[config.mk]
export PLATFORM = sky130hd
export DESIGN_NAME = if_fetch_buffer
export DESIGN_NICKNAME = d
export VERILOG_FILES = /design/src/rtl/if_fetch_buffer.sv
export SDC_FILE = /design/constraint.sdc
export NUM_CORES = 1
export LEC_CHECK = 0
export CAP_MARGIN = 0
export CORE_UTILIZATION = 30
export DETAILED_ROUTE_END_ITERATION = 8
export PLACE_DENSITY = 0.5
export SETUP_SLACK_MARGIN = 0.5
export SLEW_MARGIN = 20
export SYNTH_ARGS = -nofsm -noshare
export SYNTH_HDL_FRONTEND = slang
export SYNTH_SLANG_ARGS = --single-unit
[constraint.sdc]
create_clock -name clk -period 5.3 [get_ports clk]
set_clock_uncertainty 0.2 [all_clocks]
set_input_delay 1.06 -clock clk [delete_from_list [all_inputs] [get_ports clk]]
set_output_delay 1.06 -clock clk [all_outputs]
set_load 0.02 [all_outputs]
[src/rtl/if_fetch_buffer.sv]
// Instruction-fetch buffer: single-outstanding imem fetches, queued with their PCs in a DEPTH-entry FIFO.
// Optional macro IF_FETCH_BUFFER_BYPASS_EN forwards an ack straight to the core when the FIFO is empty.
module if_fetch_buffer #(
   parameter int              XLEN        = 32,
   parameter int              PARCEL_SIZE = 32,
   parameter int              DEPTH       = 4,
   parameter logic [XLEN-1:0] PC_INIT     = 'h200
) (
   input  logic                      clk,
   input  logic                      rst,
   input  logic [XLEN-1:0]           if_nxt_pc,
   output logic                      if_stall_nxt_pc,
   input  logic                      if_stall,
   input  logic                      if_flush,
   output logic [PARCEL_SIZE-1:0]    if_parcel,
   output logic [XLEN-1:0]           if_parcel_pc,
   output logic [PARCEL_SIZE/16-1:0] if_parcel_valid,
   output logic                      if_parcel_misaligned,
   output logic                      if_parcel_page_fault,
   output logic                      imem_req,
   output logic [XLEN-1:0]           imem_adr,
   input  logic [XLEN-1:0]           imem_q,
   input  logic                      imem_ack,
   input  logic                      imem_err
);
   localparam int PTR_W = $clog2(DEPTH);
   localparam int CNT_W = PTR_W + 1;
   localparam int VLD_W = PARCEL_SIZE / 16;

   typedef enum logic [1:0] {IDLE, WAIT, DISCARD} state_e;

   typedef struct packed {
      logic [PARCEL_SIZE-1:0] parcel;
      logic [XLEN-1:0]        pc;
      logic                   misaligned;
      logic                   page_fault;
   } entry_t;

   state_e           state_q, state_d;
   logic             req_q, req_d;
   logic [XLEN-1:0]  adr_q, adr_d;
   logic [PTR_W-1:0] wr_ptr_q, rd_ptr_q;
   logic [CNT_W-1:0] count_q;
   entry_t           mem_q [DEPTH];

   logic   push, pop, accept, resp, head_valid, byp_valid, out_valid;
   entry_t push_entry, head;

   assign head_valid      = (count_q != '0);
   assign head            = mem_q[rd_ptr_q];
   assign if_stall_nxt_pc = rst | (state_q != IDLE) | (count_q == CNT_W'(DEPTH));
   assign accept          = ~if_stall_nxt_pc & ~if_flush;
   assign resp            = imem_ack | imem_err;
   assign pop             = head_valid & ~if_stall & ~if_flush;
   assign imem_req        = req_q;
   assign imem_adr        = adr_q;

`ifdef IF_FETCH_BUFFER_BYPASS_EN
   assign byp_valid = ~rst & (state_q == WAIT) & imem_ack & ~imem_err & ~if_flush & ~head_valid;
`else
   assign byp_valid = 1'b0;
`endif

   // NOTE: every signal written here gets a default first, so no path can infer a latch.
   always_comb begin
      state_d    = state_q;
      req_d      = req_q;
      adr_d      = adr_q;
      push       = 1'b0;
      push_entry = '0;
      case (state_q)
         IDLE: begin
            if (accept) begin
               if (if_nxt_pc[1:0] == 2'b00) begin
                  adr_d   = if_nxt_pc;
                  req_d   = 1'b1;
                  state_d = WAIT;
               end else begin
                  push                  = 1'b1;
                  push_entry.pc         = if_nxt_pc;
                  push_entry.misaligned = 1'b1;
               end
            end
         end
         WAIT: begin
            if (resp) begin
               // A response in the flush cycle itself is simply dropped; no DISCARD needed.
               req_d         = 1'b0;
               state_d       = IDLE;
               push          = ~if_flush & ~(byp_valid & ~if_stall);
               push_entry.pc = adr_q;
               if (imem_err) push_entry.page_fault = 1'b1;
               else          push_entry.parcel     = imem_q;
            end else if (if_flush) begin
               state_d = DISCARD;
            end
         end
         DISCARD: begin
            if (resp) begin
               req_d   = 1'b0;
               state_d = IDLE;
            end
         end
         default: state_d = IDLE;
      endcase
   end

   // NOTE: sequential state uses non-blocking assignments so every register samples pre-edge values.
   always_ff @(posedge clk) begin
      if (rst) begin
         state_q  <= IDLE;
         req_q    <= 1'b0;
         adr_q    <= PC_INIT;
         wr_ptr_q <= '0;
         rd_ptr_q <= '0;
         count_q  <= '0;
      end else begin
         state_q <= state_d;
         req_q   <= req_d;
         adr_q   <= adr_d;
         if (if_flush) begin
            wr_ptr_q <= rd_ptr_q;
            count_q  <= '0;
         end else begin
            if (push) wr_ptr_q <= wr_ptr_q + 1'b1;
            if (pop)  rd_ptr_q <= rd_ptr_q + 1'b1;
            if (push & ~pop)      count_q <= count_q + 1'b1;
            else if (pop & ~push) count_q <= count_q - 1'b1;
         end
      end
   end

   // NOTE: the storage array has no reset; count_q alone decides which entries are meaningful.
   always_ff @(posedge clk) begin
      if (push) mem_q[wr_ptr_q] <= push_entry;
   end

   always_comb begin
      out_valid            = 1'b0;
      if_parcel            = '0;
      if_parcel_pc         = PC_INIT;
      if_parcel_misaligned = 1'b0;
      if_parcel_page_fault = 1'b0;
      if (byp_valid) begin
         out_valid    = 1'b1;
         if_parcel    = imem_q;
         if_parcel_pc = adr_q;
      end else if (head_valid) begin
         out_valid            = 1'b1;
         if_parcel            = head.parcel;
         if_parcel_pc         = head.pc;
         if_parcel_misaligned = head.misaligned;
         if_parcel_page_fault = head.page_fault;
      end
      if_parcel_valid = {VLD_W{out_valid}};
   end

endmodule

# --- Yosys cells after proc, flatten, opt, wreduce, memory -nomap -nowiden ---
# Memory sizes are Yosys's and may differ from the RTL's. A register that Yosys moved wholly into a read port is not among the register bits.
# Cells that the tools add are included.
totals:
  in_bits: 70
  mem_count: 1
  ff_bits: 42
  elab_cells: 82
  out_inout_bits: 102
  ramBits: 264
memory_table:
  columns: ["name", "depth", "word_bits", "read_ports", "rd_clocked_by_memory_dff", "write_ports", "line_no", "rtl"]
  rows:
  - ["mem_q", 4, 66, 1, 1, 1, "44", "entry_t mem_q [DEPTH];"]
classes:
  muxes: 37
  add_sub_neg: 4
  bitwise_logic: 13
  n_reduce_logical: 13
  n_eq_ne: 8
ops:
  columns: ["op", "count"]
  rows:
  - ["$mux 32", 4]
  - ["$mux 33", 2]
  - ["$mux 64", 1]
  - ["$pmux 32 s2", 1]
  - ["$mux 2", 9]
  - ["$mux 1", 15]
  - ["$reduce_and 4->1", 2]
  - ["$reduce_bool 2->1", 4]
  - ["$mux 3", 2]
  - ["$ne 2x2->1 const B", 3]
  - ["$pmux 2 s3", 1]
  - ["$and 1x1->1", 5]
  - ["$not 1->1", 5]
  - ["$add 2x1->2 const B", 2]
  - ["$logic_not 2->1", 2]
  - ["$pmux 1 s2", 2]
  - ["$reduce_or 2->1", 2]
  - ["$add 3x1->3 const B", 1]
  - ["$eq 3x3->1 const B", 1]
  - ["$ne 3x3->1 const B", 1]
  - ["$or 1x1->1", 3]
  - ["$reduce_and 3->1", 1]
  - ["$reduce_bool 3->1", 1]
  - ["$sub 3x1->3 const B", 1]
  - ["4 further kinds", 4]

# --- Longest topological paths before layout ---
logic_depth:
  depth_word: 11
  depth_mapped: 13

# --- Worst setup path after synthesis ---
# Ideal clock, no wire load.
synth_path:
  kind: "input to register"
  from: "input port rst"
  to: "memory mem_q[0][0] (netlist bit) (enable)"
  arrival_time_ns: 3.277
  path_stages: 5
  path_buffers: 1
  t_required_ns: 4.669
  path_slack_ns: 1.392
  setup_time_ns: 0.431
  cell_sequence: "nor3b_2 -> o211a_1 -> buf_2 -> a21o_1 -> and2_1"
synth_between:
  elab_chain_len: 8
synth_rtl:
  columns: ["element", "line_no", "rtl"]
  rows:
  - ["from (decl)", "10", "input logic rst,"]
  - ["$or 1x1->1 (2 in series)", "51", "assign if_stall_nxt_pc = rst | (state_q != IDLE) | (count_q == CNT_W'(DEPTH));"]
  - ["$not 1->1", "52", "assign accept = ~if_stall_nxt_pc & ~if_flush;"]
  - ["$and 1x1->1", "52", null]
  - ["$mux 1", "73", "if (accept) begin"]
  - ["$pmux 1 s2", "71", "case (state_q)"]
  - ["$mux 1", "135", "if (push) mem_q[wr_ptr_q] <= push_entry;"]
  - ["$mux 1 (not written as such)", "135", null]
  - ["to (decl)", "44", null]
# Every way passes these cells.

==> metrics.md <==
| Metric | Value |
|---|---|
| Status | `completed` |
| Synth warn | `0` |
| Pre-antenna DRT Iters | `4` |
| CTS Sinks | `308` |
| Register bit count reported by yosys | `308` |
| Core footprint | `40190 sq um` |
| Worst hold slack | `0.2693 ns` |
| Most common cell after layout, fill and taps aside | `edfxtp_1` |
| CTS tree | `yes` |
| Final min period | `4.196 ns` |
| Crit path launch type | `flip-flop` |
| Worst Path Required | `4.04 ns` |
| Avg Synthesized Cell Area | `17.12 sq um` |
| Final cell area excluding filler cells | `~16000 sq um` |
| Peak Freq | `0.2383 GHz` |
| Die area | `41960 sq um` |
| Sum of negative setup slack | `0 ns` |
| Seq. cell area | `about 8800 sq um` |
| Clock transition at path regs | `around 0.060 ns` |
| Cells after synthesis | `721` |
| Placed cell area | `about 15000 sq um` |
| Commonest non-fill, non-tap cells in the layout | `edfxtp_1, clkdlybuf4s50_1, and2_1, mux4_2, nand2_1` |
| DR WL/cell | `19.90 microns` |
| Crit path kind | `reg2out` |
| # rows | `73` |
| Vias in the first global route | `roughly 7000` |
| CP arrival | `2.94 ns` |
| Maximum VDD drop | `approximately 0.18 mV` |
| Initial Util | `between 30% and 40%` |
| Seq/Total Area, Yosys | `~70%` |
| Root buf cell | `clkbuf_16` |
| CTS Hold Bufs | `0` |
| Lkg Pwr | `5.216 nW` |
| Placed Instances | `1385` |
| Crit path max-delay cell type | `dfxtp_4` |
| PD cells | `a little under 400 nW/um^2` |
| Ys async rst share | `0%` |
| CTS H-Tree Depth | `2` |
| Routed vias | `between 6000 and 7000` |
| Ys flop type | `edfxtp_1` |
| Fillers | `~3800` |
| Post-Syn Nets | `801` |
| Initial antenna violation count | `0` |
| Layout area overhead | `28.12%` |
| Width of the die | `roughly 200 microns` |
| Tightest Pin Transition | `0.9133 ns` |
| Final WL | `28.81 mm` |
| Largest net degree at the start of global routing | `50` |
| Cell variety after synth | `44` |
| RSZ-0062 raised after global routing | `false` |
| Detailed-route DRC error count | `0` |
| Ratio of final minimum period to clock period | `79.16%` |
| Layout cells sized above 1 | `15.82%` |
| EDFF count, synth | `264` |
| Clock buffer depth | `3` |
| Drt first-iter violations | `315` |
| CP endpoint kind | `output port` |
| PostCTS Resize Cnt | `0` |
| Non-filler cells, final | `1448` |
| Rel. slew slack | `about two fifths` |
| Slowest cell delay on critical path | `0.71 ns` |
| Die H | `204.9 microns` |
| Antenna diode count | `0` |
| Mapped Area | `roughly 12000 sq um` |
| Max FO, Critical Path | `25` |
| Worst skew pair latency | `0.49 ns` |
| Vias per cell | `4.724` |
| Layout Nets | `978` |
| RD Place Congestion | `just over 0.7` |
| Final setup violation count | `0` |
| Hold WC Path Type | `reg2reg` |
| Tot GR Track Use | `13.66%` |
| GRT Residual Overflow | `0` |
| Max Slew Vio Count | `0` |
| Crit-path cells | `buf_4, mux4_2, and2_1, clkdlybuf4s50_1` |
| CTS Buf Count | `36` |
| Detailed-placement wirelength estimate | `17.13 mm` |
| Ports | `172` |
| Global-route wire length before repair | `roughly 43 mm` |
| Final core occ | `39.35%` |
| Max-cap violations | `0` |
| Setup bufs post-CTS | `0` |
| Count of final hold-check violations | `0` |
| Port Buffer Count | `171` |
| Area of the multi-input gates | `3309 sq um` |
| Routed Antenna Nets | `0` |
worst max-delay path: cells and delay by family, from the launching register on:
kind | cells | cell delay (ns)
AND/OR/NAND/NOR | 1 | 0.19
multiplexers | 1 | 0.58
flip-flops | 1 | 0.71
buffers and inverters | 2 | 0.94
layer usage:
metal / vias to the layer above / GRT usage [%] / wire length, microns
li1: 3126 / - / -
met1: 3494 / 19.66 / 13700
met2: 186 / 21.05 / 13130
met3: 34 / 2.689 / 1501
met4: 0 / 3.545 / 473
met5: - / 0 / 0
synth_stat cells, drive strengths merged (3+ instances only):
master	instances	area share (%)
and2	103	5.2
a21oi	31	1.3
mux4	66	12
xor2	4	0.28
and3	3	0.16
inv	9	0.27
o21ai	4	0.16
nand3	4	0.16
buf	25	1.0
edfxtp	264	64
dfxtp	44	7.1
clkbuf	21	0.64
ha	9	0.91
nor3	6	0.24
nand2	63	1.9
nor2	7	0.21
a22o	32	2.3
worst paths after layout:
check,start,end,slack (ns),cells past startpoint
setup / recovery,flip-flop,if_parcel_pc[10],1.10,4
hold / removal,imem_adr[19]$_SDFFE_PP0P_,imem_adr[19]$_SDFFE_PP0P_,0.27,2
setup reg to reg,count_q[2]$_SDFFE_PP0P_,count_q[2]$_SDFFE_PP0P_,2.53,10
hold reg to reg,imem_adr[19]$_SDFFE_PP0P_,imem_adr[19]$_SDFFE_PP0P_,0.27,2
cell type report:
cell class,count,area share [%]
multi-input combinational,357,20.93
timing repair buffer,185,11.85
clock inverter,13,0.6092
sequential,308,55.74
tap,525,4.153
clock buffer,50,6.479
inverter,10,0.2373
logic make-up (layout without fill, tap and decap cells):
family / Yosys count / after routing / share of synthesized area, %
compound gates: 76 / 76 / 4.369
xor+xnor: 5 / 5 / 0.3547
fa+ha+maj: 10 / 10 / 1.074
buf+inv: 56 / 258 / 1.966
flops: 308 / 308 / 71.36
mux: 68 / 68 / 12.20
simple gates: 198 / 198 / 8.677
registers in the layout (all words and copies together) (netlist names), named ones only:
register  flops
imem_adr     32
imem_req      1
mem_q       264
rd_ptr_q      2
wr_ptr_q      2
state_q       2
count_q       3
metrics by stage:
stage	power (W)	worst slack, ns
4_1_cts	0.006217	1.011
5_1_grt	0.006372	0.9075
6_report	0.006119	1.104
3_5_place_dp	0.003863	1.341
2_1_floorplan	0.003418	1.392
3_3_place_gp	0.003860	1.367
power by group:
part           switching [W]  total (W)  internal [W]
combinational       0.000526   0.000963      0.000437
sequential         0.0000448    0.00282       0.00278
clock               0.000940    0.00234       0.00140
Power figures use the tool's default switching activity.
